[src/rtl/inst_cache_pkg.sv]
// Shared types, constants and address-field helpers for the direct-mapped instruction cache.
package inst_cache_pkg;

  localparam int unsigned DEF_NUM_LINES  = 32;
  localparam int unsigned DEF_LINE_WORDS = 4;
  localparam logic [31:0] NOP_INSTR      = 32'h0000_0013;

  localparam int unsigned OFF_W = $clog2(DEF_LINE_WORDS);
  localparam int unsigned IDX_W = $clog2(DEF_NUM_LINES);
  localparam int unsigned TAG_W = 30 - OFF_W - IDX_W;

  typedef enum logic [0:0] {
    ST_IDLE   = 1'b0,
    ST_REFILL = 1'b1
  } state_e;

  // Byte address layout: {tag, index, offset, 2'b00}.
  function automatic int unsigned off_lsb();
    return 2;
  endfunction

  function automatic int unsigned idx_lsb(input int unsigned off_w);
    return 2 + off_w;
  endfunction

  function automatic int unsigned tag_lsb(input int unsigned off_w, input int unsigned idx_w);
    return 2 + off_w + idx_w;
  endfunction

  function automatic logic [31:0] line_base(input logic [31:0] pc, input int unsigned off_w);
    return pc & ~((32'd1 << (off_w + 2)) - 32'd1);
  endfunction

endpackage

[src/rtl/inst_cache_array.sv]
// Valid/tag/data storage for the instruction cache: combinational read, beat write, line validate, flush-all.
module inst_cache_array
  import inst_cache_pkg::*;
#(
  parameter int unsigned NUM_LINES  = DEF_NUM_LINES,
  parameter int unsigned LINE_WORDS = DEF_LINE_WORDS,
  parameter int unsigned OFF_BITS   = $clog2(LINE_WORDS),
  parameter int unsigned IDX_BITS   = $clog2(NUM_LINES),
  parameter int unsigned TAG_BITS   = 30 - OFF_BITS - IDX_BITS
) (
  input  logic                clk_i,
  input  logic                rst_i,
  input  logic [IDX_BITS-1:0] rd_idx_i,
  input  logic [OFF_BITS-1:0] rd_off_i,
  output logic [31:0]         rd_word_o,
  output logic [TAG_BITS-1:0] rd_tag_o,
  output logic                rd_valid_o,
  input  logic                wr_en_i,
  input  logic [IDX_BITS-1:0] wr_idx_i,
  input  logic [OFF_BITS-1:0] wr_off_i,
  input  logic [31:0]         wr_data_i,
  input  logic                val_en_i,
  input  logic [IDX_BITS-1:0] val_idx_i,
  input  logic [TAG_BITS-1:0] val_tag_i,
  input  logic                flush_i
);

  logic [NUM_LINES-1:0] valid_q;
  logic [TAG_BITS-1:0]  tag_q  [NUM_LINES];
  logic [31:0]          data_q [NUM_LINES][LINE_WORDS];

  always_ff @(posedge clk_i or posedge rst_i) begin
    if (rst_i) begin
      valid_q <= '0;
    end else if (flush_i) begin
      valid_q <= '0;
    end else if (val_en_i) begin
      valid_q[val_idx_i] <= 1'b1;
    end
  end

  // NOTE: tag and data arrays carry no reset; the valid bits alone decide whether their contents are used.
  always_ff @(posedge clk_i) begin
    if (wr_en_i) begin
      data_q[wr_idx_i][wr_off_i] <= wr_data_i;
    end
    if (val_en_i) begin
      tag_q[val_idx_i] <= val_tag_i;
    end
  end

  assign rd_word_o  = data_q[rd_idx_i][rd_off_i];
  assign rd_tag_o   = tag_q[rd_idx_i];
  assign rd_valid_o = valid_q[rd_idx_i];

endmodule

[src/rtl/inst_cache_sys.sv]
// Direct-mapped read-only instruction cache: same-cycle hits, stalled beat-wise line refill on a miss.
module inst_cache_sys
  import inst_cache_pkg::*;
#(
  parameter int unsigned NUM_LINES  = DEF_NUM_LINES,
  parameter int unsigned LINE_WORDS = DEF_LINE_WORDS,
  parameter logic [31:0] NOP_WORD   = NOP_INSTR
) (
  input  logic        CLK,
  input  logic        RST,
  input  logic [31:0] PC,
  input  logic        Flush,
  output logic [31:0] Instr,
  output logic        Stall,
  output logic        MemReq,
  output logic [31:0] MemAddr,
  input  logic        MemValid,
  input  logic [31:0] MemData
);

  localparam int unsigned OFF_BITS = $clog2(LINE_WORDS);
  localparam int unsigned IDX_BITS = $clog2(NUM_LINES);
  localparam int unsigned OFF_LSB  = off_lsb();
  localparam int unsigned IDX_LSB  = idx_lsb(OFF_BITS);
  localparam int unsigned TAG_LSB  = tag_lsb(OFF_BITS, IDX_BITS);
  localparam int unsigned TAG_BITS = 32 - TAG_LSB;

  localparam logic [OFF_BITS-1:0] LAST_BEAT = OFF_BITS'(LINE_WORDS - 1);
  localparam logic [OFF_BITS-1:0] BEAT_ONE  = OFF_BITS'(1);

  state_e              state_q;
  logic [OFF_BITS-1:0] beat_q;
  logic [31:0]         addr_q;
  logic                flush_pend_q;

  logic [OFF_BITS-1:0] pc_off;
  logic [IDX_BITS-1:0] pc_idx;
  logic [TAG_BITS-1:0] pc_tag;
  logic [IDX_BITS-1:0] fill_idx;
  logic [TAG_BITS-1:0] fill_tag;
  logic                unused_pc_bits;

  logic [31:0]         rd_word;
  logic [TAG_BITS-1:0] rd_tag;
  logic                rd_valid;
  logic                hit;
  logic                refilling;
  logic                beat_accept;
  logic                last_beat;
  logic                val_en;

  assign pc_off         = PC[OFF_LSB +: OFF_BITS];
  assign pc_idx         = PC[IDX_LSB +: IDX_BITS];
  assign pc_tag         = PC[TAG_LSB +: TAG_BITS];
  assign unused_pc_bits = ^PC[OFF_LSB-1:0];

  // The refill targets the latched line, never the live PC.
  assign fill_idx = addr_q[IDX_LSB +: IDX_BITS];
  assign fill_tag = addr_q[TAG_LSB +: TAG_BITS];

  assign refilling   = (state_q == ST_REFILL);
  assign beat_accept = refilling && MemValid;
  assign last_beat   = (beat_q == LAST_BEAT);
  assign val_en      = beat_accept && last_beat && !flush_pend_q && !Flush;

  inst_cache_array #(
    .NUM_LINES (NUM_LINES),
    .LINE_WORDS(LINE_WORDS),
    .OFF_BITS  (OFF_BITS),
    .IDX_BITS  (IDX_BITS),
    .TAG_BITS  (TAG_BITS)
  ) u_array (
    .clk_i     (CLK),
    .rst_i     (RST),
    .rd_idx_i  (pc_idx),
    .rd_off_i  (pc_off),
    .rd_word_o (rd_word),
    .rd_tag_o  (rd_tag),
    .rd_valid_o(rd_valid),
    .wr_en_i   (beat_accept),
    .wr_idx_i  (fill_idx),
    .wr_off_i  (beat_q),
    .wr_data_i (MemData),
    .val_en_i  (val_en),
    .val_idx_i (fill_idx),
    .val_tag_i (fill_tag),
    .flush_i   (Flush)
  );

  assign hit = rd_valid && (rd_tag == pc_tag);

  always_ff @(posedge CLK or posedge RST) begin
    if (RST) begin
      state_q      <= ST_IDLE;
      beat_q       <= '0;
      addr_q       <= '0;
      flush_pend_q <= 1'b0;
    end else begin
      case (state_q)
        ST_IDLE: begin
          if (!hit) begin
            state_q <= ST_REFILL;
            addr_q  <= line_base(PC, OFF_BITS);
          end
        end
        ST_REFILL: begin
          if (Flush) begin
            flush_pend_q <= 1'b1;
          end
          if (MemValid) begin
            if (last_beat) begin
              state_q      <= ST_IDLE;
              beat_q       <= '0;
              flush_pend_q <= 1'b0;
            end else begin
              beat_q <= beat_q + BEAT_ONE;
            end
          end
        end
        default: state_q <= ST_IDLE;
      endcase
    end
  end

  assign Stall   = refilling || !hit;
  assign Instr   = Stall ? NOP_WORD : rd_word;
  assign MemReq  = refilling;
  assign MemAddr = addr_q;

endmodule

[config.mk]
export PLATFORM = sky130hd
export DESIGN_NAME = inst_cache_sys
export DESIGN_NICKNAME = d
export VERILOG_FILES = /design/src/rtl/inst_cache_pkg.sv /design/src/rtl/inst_cache_array.sv /design/src/rtl/inst_cache_sys.sv
export SDC_FILE = /design/constraint.sdc
export NUM_CORES = 2
export LEC_CHECK = 0
export CAP_MARGIN = 10
export CELL_PAD_IN_SITES_DETAIL_PLACEMENT = 0
export CELL_PAD_IN_SITES_GLOBAL_PLACEMENT = 1
export CORE_MARGIN = 2
export CORE_UTILIZATION = 47
export CTS_CLUSTER_SIZE = 30
export DETAILED_ROUTE_END_ITERATION = 6
export GPL_TIMING_DRIVEN = 1
export PLACE_DENSITY_LB_ADDON = 0.1
export SLEW_MARGIN = 30
export SYNTH_ARGS = -nofsm -noshare
export SYNTH_HDL_FRONTEND = slang
export SYNTH_MEMORY_MAX_BITS = 65536
export SYNTH_SLANG_ARGS = --single-unit
[constraint.sdc]
create_clock -name CLK -period 4.9 [get_ports CLK]
set_input_delay 0.735 -clock CLK [delete_from_list [all_inputs] [get_ports CLK]]
set_output_delay 0.735 -clock CLK [all_outputs]
set_load 0.1 [all_outputs]
==> flow_summary_export.csv <==
group,metric,value,unit
timing,fmax,181.0,MHz
critical_path,cp-startpoint,"PC[4]",
clocking,root_buffer,"clkbuf_16",
floorplanning,start_util,0.4728,
critical_path,critPathKind,"in -> out",
outcome,violations,"setup timing",
yosys,synth_top_flop_cell,"edfxtp_1",
outcome,outcome,"finished, violations left",
floorplanning,rows,231,
power_and_ir_drop,switching_power,22.47,mW
critical_path,crit_arrival,4.79,ns
final_layout,nets,8492,
grt,antenna_found_initial,48,
grt,grt_pass1_vias,88820,
grt,grt_max_degree,98,
timing,setup_viol,33,
critical_path,reg2reg_from,"u_array.tag_q[23][17]$_DFFE_PP_",
timing,hold_violations,0,
critical_path,required,4.16,ns
yosys,async_flop_share,0.01307,
power_and_ir_drop,p_sw_frac,0.2369,
yosys,yosysSeqAreaShare,0.7830,
power_and_ir_drop,intPower,72.38,mW
timing,setup_ws,-0.6238,ns
final_layout,final_cells,14090,
timing,min_period,5.524,ns
timing,worst_pin_slew,1.071,ns
yosys,synth_cell_types,67,
route,wl_per_cell,36.53,µm
yosys,ys.warnings.count,0,
final_layout,drive_gt1_frac,0.3582,
hold_path,holdCritPathClass,"in -> async",
final_layout,fillers,29280,
clocking,cts.path.max_buffers,4,
route,ant_nets,0,
floorplanning,fp.dieW,635.4,µm
final_layout,final_util,0.5496,
grt,grt.total_usage,0.2534,
clocking,clk_pin_slew,0.06,ns
route,avgViaCountPerCell,6.232,
yosys,ys_ff_latch,4896,
clocking,clock_latency,1.04,ns
placed_design,gp_congestion,0.8084,
power_and_ir_drop,p_per_area,435.5,mW/mm²
timing,slew_viol_final,0,
yosys,synth_cells,7577,
timing,hold_ws,0.06970,ns
power_and_ir_drop,ir_worst_vdd,0.5277,mV
grt,gr-total-overflow,0,
timing,fin_crit_sh,1.127,
placed_design,dpl-instance-area,0.2010,mm²
timing,clock_skew,0.03425,ns
placed_design,dpl_worst_slack,-1.125,ns
placed_design,dp_hpwl,295500,µm
clocking,cts_made_buffers,529,
flow_run,drv_cap,0,
floorplanning,ios,134,
route,drcViolationCount,0,
timing,rsz0062_at_grt,"yes",
clocking,hold_buffers,0,
floorplanning,dieArea,0.4037,mm²
clocking,cts_num_sinks,4896,
power_and_ir_drop,p_clk_frac,0.404,
route,drtIter0Drc,10790,
placed_design,portBuffers,127,
route,dr.pass1.iters,5,
critical_path,start_kind,"input pin",
yosys,avgSynthCellArea,24.73,µm²
yosys,synth_edf_count,4832,
power_and_ir_drop,sequentialPowerShare,0.515,
placed_design,placed_cells,13130,
critical_path,endpoint_kind,"primary output",
final_layout,postLayoutCellArea,0.2178,mm²
floorplanning,die_h,635.4,µm
grt,grt_pass1_wl,711900,µm
route,routed_wirelength,514900,µm
route,dr_total_vias,87820,
yosys,netlist_area,0.1874,mm²
timing,maxSlewHeadroom,0.2841,
floorplanning,core_area,0.3963,mm²
power_and_ir_drop,power.static_leakage,68.01,nW
critical_path,crit_path_max_fanout,35,
power_and_ir_drop,power_frac_comb,0.082,
final_layout,areaGrowthSynthToFinish,16.23,%
clocking,tritoncts,"built",
clocking,htree_num_levels,6,
## cells in the mapped netlist, drive strengths merged, types with 7 or more instances
master | number | area, µm²
mux2 | 39 | 439.2
mux2i | 131 | 1311
buf | 211 | 1091
a22oi | 31 | 232.7
edfxtp | 4832 | 145100
xnor2 | 13 | 113.9
a31oi | 7 | 43.79
nand4 | 7 | 43.79
mux4 | 1504 | 33920
dfrtp | 64 | 1602
nand3 | 15 | 75.07
clkbuf | 204 | 769.5
nor2b | 13 | 81.33
inv | 41 | 153.9
a21oi | 14 | 73.82
nand2 | 59 | 221.5
nor2 | 214 | 803.3
o22ai | 56 | 350.3
xor2 | 18 | 157.7
and2 | 7 | 43.80
nor3 | 9 | 45.04
## worst paths after layout
check | end | slack [ns] | cells after the start
min in group CLK | u_array.data_q[16][101]$_DFFE_PP_ | 0.09 | 1
max | Instr[23] | -0.62 | 13
min reg2reg | u_array.valid_q[19]$_DFFE_PP0P_ | 0.54 | 2
max reg2reg | MemAddr[9]$_DFFE_PP0P_ | 1.20 | 11
max in group asynchronous | MemAddr[9]$_DFFE_PP0P_ | 3.56 | 3
min | MemAddr[21]$_DFFE_PP0P_ | 0.07 | 2
## power by group through the flow
| stage | clock network [mW] | registers, mW | logic (mW) |
|---|---|---|---|
| 2_1_floorplan | 0 | 50.2 | 3.13 |
| 3_3_place_gp | 0 | 49.6 | 7.72 |
| 3_5_place_dp | 0 | 49.7 | 7.77 |
| 4_1_cts | 39.0 | 48.8 | 7.79 |
| 5_1_grt | 40.6 | 48.9 | 8.08 |
| 6_report | 38.3 | 48.8 | 7.76 |
## critical path, cell delays in order
cell and delay (ns):
buf_16 0.23, buf_4 0.23, buf_12 0.17, buf_12 0.20, buf_16 0.30, buf_12 0.24
mux4_2 0.54, mux4_2 0.57, mux4_2 0.55, mux2i_2 0.47, buf_4 0.22, nor2_4 0.04
buf_12 0.17
## routing by layer
| metal | GRT usage | vias to the layer above | wire length [µm] |
|---|---|---|---|
| met5 | 0 | - | 43 |
| met4 | 0.06246 | 6 | 12950 |
| met3 | 0.04909 | 656 | 40410 |
| met2 | 0.4040 | 3501 | 248200 |
| met1 | 0.3643 | 49020 | 213300 |
| li1 | - | 34640 | - |
## flip-flops by register name, indices dropped and copies added, names as in the netlist
name             flops
u_array.data_q    4096
MemReq               1
MemAddr             28
u_array.valid_q     32
beat_q               2
u_array.tag_q      736
flush_pend_q         1
## layout make-up
class,count,area (µm²),share of cell area
multi-input combinational,2228,40250,0.1848
clock buffer,679,14170,0.06507
inverter,41,162.7,0.0007469
timing repair buffer,724,7550,0.03467
clock inverter,268,2335,0.01072
sequential,4896,146700,0.6737
tap,5242,6559,0.03012
antenna,15,37.54,0.0001724
## per-stage QoR
| stage | TNS (ns) | power, mW |
|---|---|---|
| after CTS | -24.13 | 95.59 |
| after floorplan | -0.01069 | 53.34 |
| after global routing | -21.85 | 97.58 |
| after global placement | -41.46 | 57.28 |
| after detailed placement | -39.53 | 57.46 |
| final | -19.11 | 94.85 |
## placed cells by master, fill, tap and decap left out, types with 7 or more instances in the layout
cell	netlist	routed
a21oi_1	13	13
a22oi_1	31	31
a31oi_1	7	7
buf_12	0	145
buf_16	0	9
buf_2	68	13
buf_4	34	504
buf_6	10	8
bufinv_16	0	30
clkbuf_1	203	131
clkbuf_16	0	545
clkdlybuf4s50_1	0	43
clkinv_1	0	115
clkinv_2	0	72
clkinv_8	0	9
clkinvlp_4	0	7
dfrtp_1	64	46
dfrtp_2	0	18
diode_2	0	15
edfxtp_1	4832	4832
inv_1	40	39
inv_16	0	8
inv_6	0	24
mux2_2	39	39
mux2i_1	131	128
mux4_1	12	8
mux4_2	1492	1496
nand2_1	59	53
nand3_1	15	11
nand4_1	7	7
nor2_1	214	24
nor2_4	0	189
nor2b_1	13	12
nor3_1	9	9
o22ai_1	56	55
xnor2_1	13	13
xor2_1	18	18
## timing repair
action,in CTS,in global routing
gates cloned,1,0
pin swaps,4,11
setup endpoints to repair,33,33
setup buffers,3,0
resized for setup,13,12
## cell families (layout without fill, tap and decap cells)
family | after synthesis | count (layout) | synth area share
xor+xnor | 31 | 31 | 0.001449
compound gates | 153 | 153 | 0.005730
simple gates | 362 | 362 | 0.008461
fa+ha+maj | 4 | 4 | 0.0002671
other cells | 1 | 19 | 0.00002001
flops | 4896 | 4896 | 0.7830
mux | 1674 | 1674 | 0.1904
buf+inv | 456 | 1712 | 0.01075
Note: power is estimated with default switching activity, not from simulation.
